===== src/rtl/i_fetch_ctrl_if.sv =====
// Bundle of the memory, redirect, control and consumer signals around the
// instruction fetch controller.
// master: the fetch controller itself; slave: memory + pipeline around it.
// Optional performance counters appear only when FETCH_PERF_CNT_EN is defined.
interface i_fetch_ctrl_if;
    logic [31:0] endereco_mem;
    logic [31:0] instrucao_mem;
    logic        desvio_valido;
    logic [31:0] desvio_endereco;
    logic        halt_req;
    logic        instrucao_ready;
    logic        instrucao_valid;
    logic [31:0] instrucao_out;
    logic [31:0] pc_instrucao;
    logic        erro_alinhamento;
    logic        parado;
`ifdef FETCH_PERF_CNT_EN
    logic [31:0] contador_instrucoes;
    logic [31:0] contador_stalls;
`endif

    modport master (
        output endereco_mem,
        input  instrucao_mem,
        input  desvio_valido,
        input  desvio_endereco,
        input  halt_req,
        input  instrucao_ready,
        output instrucao_valid,
        output instrucao_out,
        output pc_instrucao,
        output erro_alinhamento,
`ifdef FETCH_PERF_CNT_EN
        output contador_instrucoes,
        output contador_stalls,
`endif
        output parado
    );

    modport slave (
        input  endereco_mem,
        output instrucao_mem,
        output desvio_valido,
        output desvio_endereco,
        output halt_req,
        output instrucao_ready,
        input  instrucao_valid,
        input  instrucao_out,
        input  pc_instrucao,
        input  erro_alinhamento,
`ifdef FETCH_PERF_CNT_EN
        input  contador_instrucoes,
        input  contador_stalls,
`endif
        input  parado
    );
endinterface


===== src/rtl/i_fetch_ctrl.sv =====
// Instruction fetch controller: walks a PC through a MEMORIA_TAMANHO-word ROM,
// presents one instruction at a time with a valid/ready handshake, and accepts
// redirects and a sticky halt. Optional macro: FETCH_PERF_CNT_EN adds
// handshake and stall counters.
// MEMORIA_TAMANHO must be a power of two so that the PC wrap is a plain mask.
module i_fetch_ctrl #(
    parameter int MEMORIA_TAMANHO = 256
) (
    input  logic           clock,
    input  logic           reset,
    i_fetch_ctrl_if.master bus
);

    // Byte-address range of the ROM with the word-offset bits cleared.
    localparam logic [31:0] PC_MASK = (32'(MEMORIA_TAMANHO) * 32'd4 - 32'd1) & ~32'd3;

    // ESPERA means "an instruction is being presented"; BUSCA fetches into an
    // empty output register.
    typedef enum logic [1:0] {
        INICIO = 2'd0,
        BUSCA  = 2'd1,
        ESPERA = 2'd2,
        HALT   = 2'd3
    } estado_t;

    estado_t     estado_q, estado_d;
    logic [31:0] pc_q, pc_d;
    logic [31:0] instr_q, instr_d;
    logic [31:0] pc_instr_q, pc_instr_d;
    logic        valid_q, valid_d;
    logic        erro_q, erro_d;

    logic [31:0] pc_inc;
    logic [31:0] desvio_alvo;

    assign pc_inc      = (pc_q + 32'd4) & PC_MASK;
    assign desvio_alvo = bus.desvio_endereco & PC_MASK;

    // State and datapath registers, cleared by the synchronous reset.
    always_ff @(posedge clock) begin
        if (reset) begin
            estado_q   <= INICIO;
            pc_q       <= 32'd0;
            instr_q    <= 32'd0;
            pc_instr_q <= 32'd0;
            valid_q    <= 1'b0;
            erro_q     <= 1'b0;
        end else begin
            estado_q   <= estado_d;
            pc_q       <= pc_d;
            instr_q    <= instr_d;
            pc_instr_q <= pc_instr_d;
            valid_q    <= valid_d;
            erro_q     <= erro_d;
        end
    end

    // Next state: halt beats redirect, redirect beats hold, hold beats advance.
    always_comb begin
        estado_d   = estado_q;
        pc_d       = pc_q;
        instr_d    = instr_q;
        pc_instr_d = pc_instr_q;
        valid_d    = valid_q;
        erro_d     = 1'b0;

        if (estado_q == HALT) begin
            // Sticky until reset; redirects are ignored here.
            estado_d = HALT;
            valid_d  = 1'b0;
        end else if (bus.halt_req) begin
            estado_d = HALT;
            valid_d  = 1'b0;
        end else if (bus.desvio_valido) begin
            // Pending instruction is dropped; misaligned target is truncated
            // to the word boundary and flagged for one cycle.
            estado_d = BUSCA;
            pc_d     = desvio_alvo;
            valid_d  = 1'b0;
            erro_d   = |bus.desvio_endereco[1:0];
        end else begin
            case (estado_q)
                INICIO: begin
                    estado_d = BUSCA;
                end
                BUSCA: begin
                    estado_d   = ESPERA;
                    instr_d    = bus.instrucao_mem;
                    pc_instr_d = pc_q;
                    valid_d    = 1'b1;
                    pc_d       = pc_inc;
                end
                ESPERA: begin
                    // Replace the presented word only once it is taken.
                    if (bus.instrucao_ready) begin
                        instr_d    = bus.instrucao_mem;
                        pc_instr_d = pc_q;
                        valid_d    = 1'b1;
                        pc_d       = pc_inc;
                    end
                end
                default: begin
                    estado_d = INICIO;
                end
            endcase
        end
    end

    assign bus.endereco_mem     = pc_q;
    assign bus.instrucao_valid  = valid_q;
    assign bus.instrucao_out    = instr_q;
    assign bus.pc_instrucao     = pc_instr_q;
    assign bus.erro_alinhamento = erro_q;
    assign bus.parado           = (estado_q == HALT);

`ifdef FETCH_PERF_CNT_EN
    logic [31:0] cnt_instr_q;
    logic [31:0] cnt_stall_q;

    // Handshake and stall counters; both wrap naturally at 2^32.
    always_ff @(posedge clock) begin
        if (reset) begin
            cnt_instr_q <= 32'd0;
            cnt_stall_q <= 32'd0;
        end else if (valid_q) begin
            if (bus.instrucao_ready) begin
                cnt_instr_q <= cnt_instr_q + 32'd1;
            end else begin
                cnt_stall_q <= cnt_stall_q + 32'd1;
            end
        end
    end

    assign bus.contador_instrucoes = cnt_instr_q;
    assign bus.contador_stalls     = cnt_stall_q;
`endif

endmodule


===== src/flat_wrapper.sv =====
// flat-port wrapper written by rule: the top's interface ports become plain ports
module i_fetch_ctrl_flat 
#(
    parameter int MEMORIA_TAMANHO = 256
)
  (clock, reset, bus_endereco_mem, bus_instrucao_mem, bus_desvio_valido, bus_desvio_endereco, bus_halt_req, bus_instrucao_ready, bus_instrucao_valid, bus_instrucao_out, bus_pc_instrucao, bus_erro_alinhamento, bus_parado);
  i_fetch_ctrl_if bus_i ();
  input  logic clock;
  input  logic reset;
  output wire logic [$bits(bus_i.endereco_mem)-1:0] bus_endereco_mem;
  input wire logic [$bits(bus_i.instrucao_mem)-1:0] bus_instrucao_mem;
  input wire logic [$bits(bus_i.desvio_valido)-1:0] bus_desvio_valido;
  input wire logic [$bits(bus_i.desvio_endereco)-1:0] bus_desvio_endereco;
  input wire logic [$bits(bus_i.halt_req)-1:0] bus_halt_req;
  input wire logic [$bits(bus_i.instrucao_ready)-1:0] bus_instrucao_ready;
  output wire logic [$bits(bus_i.instrucao_valid)-1:0] bus_instrucao_valid;
  output wire logic [$bits(bus_i.instrucao_out)-1:0] bus_instrucao_out;
  output wire logic [$bits(bus_i.pc_instrucao)-1:0] bus_pc_instrucao;
  output wire logic [$bits(bus_i.erro_alinhamento)-1:0] bus_erro_alinhamento;
  output wire logic [$bits(bus_i.parado)-1:0] bus_parado;
  assign bus_endereco_mem = bus_i.endereco_mem;
  assign bus_i.instrucao_mem = bus_instrucao_mem;
  assign bus_i.desvio_valido = bus_desvio_valido;
  assign bus_i.desvio_endereco = bus_desvio_endereco;
  assign bus_i.halt_req = bus_halt_req;
  assign bus_i.instrucao_ready = bus_instrucao_ready;
  assign bus_instrucao_valid = bus_i.instrucao_valid;
  assign bus_instrucao_out = bus_i.instrucao_out;
  assign bus_pc_instrucao = bus_i.pc_instrucao;
  assign bus_erro_alinhamento = bus_i.erro_alinhamento;
  assign bus_parado = bus_i.parado;
  i_fetch_ctrl #(.MEMORIA_TAMANHO(MEMORIA_TAMANHO)) u_core (.clock(clock), .reset(reset), .bus(bus_i));
endmodule

===== config.mk =====
export PLATFORM = sky130hd
export DESIGN_NAME = i_fetch_ctrl_flat
export DESIGN_NICKNAME = d
export VERILOG_FILES = /design/src/rtl/i_fetch_ctrl_if.sv /design/src/rtl/i_fetch_ctrl.sv /design/src/flat_wrapper.sv
export SDC_FILE = /design/constraint.sdc
export NUM_CORES = 1
export LEC_CHECK = 0
export BUFFER_PORTS_ARGS = -buffer_cell sky130_fd_sc_hd__buf_2
export CAP_MARGIN = 10
export CORE_MARGIN = 5
export CORE_UTILIZATION = 40
export DETAILED_ROUTE_END_ITERATION = 7
export PLACE_DENSITY = 0.8
export SLEW_MARGIN = 20
export SYNTH_ARGS = -nofsm -noshare
export SYNTH_HDL_FRONTEND = slang
export SYNTH_SLANG_ARGS = --single-unit

===== constraint.sdc =====
create_clock -name clock -period 1.6 [get_ports clock]
set_input_delay 0.32 -clock clock [delete_from_list [all_inputs] [get_ports clock]]
set_output_delay 0.32 -clock clock [all_outputs]
set_load 0.02 [all_outputs]

-- Word-level counts from Yosys, hierarchy flattened
Cells that the tools add are included.
- register bits after elaboration: 100
- input port bits: 69
- output and inout port bits: 99
- word-level logic and storage cells: 38
- add/sub/neg operators: 1
- equality and inequality tests: 6
- multiplexer cells: 13
- bitwise logic cells: 3
- reduce and logical (&&, ||, !) cells: 9
- operators by type and width (operator ; number):
    $pmux 32 s2 ; 3
    $mux 32 ; 4
    $add 10x3->10 const B ; 1
    $reduce_or 4->1 ; 2
    $mux 2 ; 3
    $pmux 2 s3 ; 1
    $reduce_and 5->1 ; 1
    $eq 2x2->1 const B ; 2
    $ne 4x4->1 const B ; 1
    $reduce_and 4->1 ; 1
    $ne 3x3->1 const B ; 1
    $not 1->1 ; 3
    $reduce_bool 3->1 ; 1
    $eq 2x1->1 const B ; 1
    $logic_not 2->1 ; 1
    $ne 2x2->1 const B ; 1
    $pmux 1 s2 ; 1
    $reduce_and 2->1 ; 1
    $reduce_bool 2->1 ; 1
    $reduce_or 2->1 ; 1
    $mux 1 ; 1

-- Logic depth before layout (Yosys ltp)
- depth in word-level cells: 5
- gate-level depth with buffers: 6

-- Least setup slack after synthesis
Ideal clock, no wire load.
- path type: reg-to-reg
- start: register u_core.pc_q[2] (netlist: u_core.bus.endereco_mem[2])
- end: register u_core.pc_q[8] (netlist: u_core.bus.endereco_mem[8])
- setup time: 70 ps
- arrival time: 1316 ps
- setup slack: 214 ps
- stages on the path, launching flop included: 6
- buffers on the path: 0
- clock period less this slack: 1386 ps
- path through: dfxtp_1 > ha_1 > nand4_1 > o41ai_1 > nand2_1 > a21oi_1
- longest elaborated chain between the ends: 4
- RTL lines (element ; line ; source):
    from (decl) ; i_fetch_ctrl.sv:27 ; logic [31:0] pc_q, pc_d;
    from (signal assigned) ; i_fetch_ctrl.sv:50 ; pc_q <= pc_d;
    $add 10x3->10 (*) ; i_fetch_ctrl.sv:36 ; assign pc_inc = (pc_q + 32'd4) & PC_MASK;
    $mux 32 ; i_fetch_ctrl.sv:95 ; if (bus.instrucao_ready) begin
    $pmux 32 s2 (*) ; i_fetch_ctrl.sv:82 ; case (estado_q)
    $mux 32 (*) ; i_fetch_ctrl.sv:74 ; end else if (bus.desvio_valido) begin
Every way passes the cells marked *; elsewhere a longest branch is shown, timed or not. The select of a mux whose other input is x is not followed.
A chain may end at the register's enable or synchronous reset.

-- Worst setup path after layout
- start: register u_core.estado_q[0]
- end: register u_core.pc_instr_q[4] (netlist: u_core.bus.pc_instrucao[4])
- longest elaborated chain between the ends: 3
- elaborated cells between the ends (all ways): 8
- RTL lines (element ; line ; source):
    from (decl) ; i_fetch_ctrl.sv:26 ; estado_t estado_q, estado_d;
    from (signal assigned) ; i_fetch_ctrl.sv:49 ; estado_q <= estado_d;
    $eq 2x2->1 (tied with other cells) ; i_fetch_ctrl.sv:82 ;
    $ne 2x2->1 (no source line) (tied with other cells) ; n/a ;
    $reduce_and 5->1 (no source line) ; n/a ;
    to (signal assigned) ; i_fetch_ctrl.sv:52 ; pc_instr_q <= pc_instr_d;
    to (decl) ; i_fetch_ctrl.sv:29 ; logic [31:0] pc_instr_q, pc_instr_d;
Parallel ways exist; a longest one is shown, timed or not.

==> impl_metrics.yaml <==
place:
  gp_congestion: 0.820
  dpl-instance-area_sq_mm: 0.00283
  post_detail_place_hpwl_mm: 4.21
  port_buffers: 97
logic_synthesis:
  post_synth.cell_area_avg_sq_um: 7.90
  synth_seq_cells: 52
  ys_seq_area_share_pct: 43.3
  ys_types: 36
  netlist_instances: 304
  yosys_warnings: 0
  netlist_area_sq_mm: 0.00240
worst_setup_path:
  timing.critical_path.cells: "nand3b_1 -> a211o_1 -> buf_12 -> nand2_1 -> a21oi_1"
  timing.critical_path.slowest_cell_delay_ps: 370
  critPathBufInv: 1
  critPathLaunchType: "flip-flop"
  cpMaxStageDelayCell: "sky130_fd_sc_hd__dfxtp_2"
  critPathTopFamily: "compound AO/OA/AOI/OAI gates"
  crit_arrival_ps: 1650
  crit_required_ps: 1770
  worst-setup-path-type: "reg -> reg"
  critPathCaptureType: "flip-flop"
  crit_path_max_fanout: 40
clock_network:
  post-cts-setup-buffer-count: 0
  cts_htree_levels: 2
  cts.hold.buffers_added: 0
  insertion_delay_ps: 300
  cts_inserted_buffers: 5
  cts_tree: "built"
  root_buffer_master: "sky130_fd_sc_hd__clkbuf_8"
  clock_tree_buffer_depth: 2
  number_of_clock_sinks: 52
  clock_transition_at_path_regs_ps: 100
  ctsResizeCount: 0
final_layout:
  syn_to_final_growth_pct: 21.5
  antennaDiodeCount: 0
  drive_above_1_share_pct: 30.5
  fillCellCount: 614
  final_common_cell: "sky130_fd_sc_hd__buf_2"
  final_design_area_no_fill_sq_mm: 0.00292
  layout_common_cells: "sky130_fd_sc_hd__buf_2, sky130_fd_sc_hd__nand2_1, sky130_fd_sc_hd__dfxtp_1"
  fin_nets: 469
drt:
  routed-via-count: 2169
  drt_pass1_iterations: 4
  wirelength_mm: 5.66
  wire_per_inst_um: 11.9
  drc: 0
  postRouteAntennaNets: 0
  drt-vias-per-instance: 4.57
  drt_first_iter_violations: 89
run_status:
  status: "complete, no violations"
sta:
  final.hold.worst_slack_ps: 249
  unrepaired_setup_endpoints_after_global_routing: "no"
  finalMaxSlewViolations: 0
  post-route-period-util_pct: 92.6
  fin_tns_setup_ps: 0
  setup_viol: 0
  final_hold_viol_count: 0
  fin_clk_skew_ps: 11.6
  period_needed_ps: 1480
  max_clock_freq_mhz: 675
global_route:
  vias_in_the_first_global_route: 1975
  grt_start_max_net_pins: 41
  grt_first_pass_wirelength_mm: 8.83
  antenna_violations_before_repair: 0
  grt_use_total_pct: 14.2
  overflow: 0
floorplanning:
  die_area_sq_mm: 0.00766
  floorplan.initialDensity_pct: 40.8
  placeableCoreArea_sq_mm: 0.00589
  core.rowCount: 28
  boundaryPins: 168
  die_h_um: 87.5
  die_w_um: 87.5
pwr:
  cellPowerDensity_mw_per_mm2: 886
  peakVddDrop_mv: 0.407
  leakagePower_nw: 1.38
flow_run:
  maxCapViolCount: 0
min_path:
  hold_path.class: "in -> reg"
## Yosys cell counts
cell type,n,area (sq um)
sky130_fd_sc_hd__a311oi_1,1,8.76
sky130_fd_sc_hd__a211oi_2,1,12.5
sky130_fd_sc_hd__conb_1,1,3.75
sky130_fd_sc_hd__nand2_1,85,319
sky130_fd_sc_hd__and2_4,1,8.76
sky130_fd_sc_hd__nand3b_1,1,7.51
sky130_fd_sc_hd__or3_4,1,11.3
sky130_fd_sc_hd__a211o_1,1,8.76
sky130_fd_sc_hd__clkbuf_1,8,30.0
sky130_fd_sc_hd__maj3_1,1,10.0
sky130_fd_sc_hd__nand4_1,3,18.8
sky130_fd_sc_hd__a21o_1,1,7.51
sky130_fd_sc_hd__and3b_1,1,8.76
sky130_fd_sc_hd__a31oi_1,2,12.5
sky130_fd_sc_hd__nor3_1,1,5.00
sky130_fd_sc_hd__dfxtp_1,52,1040
sky130_fd_sc_hd__a21boi_1,1,7.51
sky130_fd_sc_hd__o21ai_0,3,15.0
sky130_fd_sc_hd__nand2b_1,3,18.8
sky130_fd_sc_hd__xor2_1,1,8.76
sky130_fd_sc_hd__nor2_1,7,26.3
sky130_fd_sc_hd__ha_1,1,12.5
sky130_fd_sc_hd__mux2i_1,2,20.0
sky130_fd_sc_hd__buf_1,1,3.75
sky130_fd_sc_hd__o21ai_1,2,10.0
sky130_fd_sc_hd__nand3_1,4,20.0
sky130_fd_sc_hd__a211oi_1,7,52.6
sky130_fd_sc_hd__o41ai_1,1,8.76
sky130_fd_sc_hd__and3_1,2,12.5
sky130_fd_sc_hd__inv_2,1,3.75
sky130_fd_sc_hd__nor3b_1,1,7.51
sky130_fd_sc_hd__buf_4,48,360
sky130_fd_sc_hd__nor3_4,1,16.3
sky130_fd_sc_hd__inv_1,1,3.75
sky130_fd_sc_hd__buf_2,8,40.0
sky130_fd_sc_hd__a21oi_1,48,240
## state kept, by name (all words and copies together), names as in the netlist
signal,cells
u_core.bus.endereco_mem,8
u_core.bus.instrucao_out,32
u_core.bus.instrucao_valid,1
u_core.estado_q,2
u_core.bus.erro_alinhamento,1
u_core.bus.pc_instrucao,8
## worst min-delay path, delay by kind of cell
kind / cells / cell delay, ps
compound gates: 1 / 50
simple gates: 1 / 40
buf+inv: 1 / 90
## cell type report
class                      count  area [sq um]  share of cell area (%)
inverter                       2          7.51                   0.257
tap                           75          93.8                    3.22
timing repair buffer         106           578                    19.8
multi-input combinational    232          1110                    38.0
clock buffer                   5          68.8                    2.36
clock inverter                 3          18.8                   0.643
sequential                    52          1040                    35.8
## kinds of logic (layout without fill, tap and decap cells)
kind of cell / Yosys count / after routing / share of synthesized area (%)
compound gates: 68 / 68 / 16.0
simple gates: 111 / 111 / 20.0
buf+inv: 67 / 116 / 18.4
flops: 52 / 52 / 43.3
xor+xnor: 1 / 1 / 0.365
mux: 2 / 2 / 0.833
other cells: 1 / 48 / 0.156
fa+ha+maj: 2 / 2 / 0.937
## per-stage QoR
stage | instances | setup WS, ps | utilization (%) | power (mW)
floorplan | 351 | 214 | - | 1.81
global placement | 467 | 143 | 48.0 | 1.88
detailed placement | 467 | 84.7 | 48.0 | 1.89
CTS | 475 | 56.8 | 49.5 | 2.64
global route | 475 | 48.6 | 49.6 | 2.76
finish | 475 | 118 | 49.6 | 2.59
## routing by layer
layer	vias up	global-route usage, %	part of all wire (%)
met5	-	0	0
met2	88	24.2	48
met3	6	3.97	9.8
li1	1100	-	-
met1	975	17.8	41
met4	0	2.93	0.71
## path summary, 6_finish.rpt
path                                                   from                           end  slack (ps)  depth (start not counted)
worst max-delay path                     u_core.estado_q[0]    u_core.bus.pc_instrucao[4]         120                          5
worst min-delay path                  bus_instrucao_mem[28]  u_core.bus.instrucao_out[28]         250                          3
worst max register to register           u_core.estado_q[0]    u_core.bus.pc_instrucao[4]         120                          5
worst min register to register  u_core.bus.instrucao_out[9]   u_core.bus.instrucao_out[9]         450                          2
## report_power, final
group / total, mW / leakage [nW] / switching [mW] / internal (mW)
Clock: 0.726 / 0.0479 / 0.420 / 0.306
Combinational: 0.480 / 0.906 / 0.324 / 0.156
Sequential: 1.38 / 0.423 / 0.0369 / 1.34
Power figures use the tool's default switching activity.
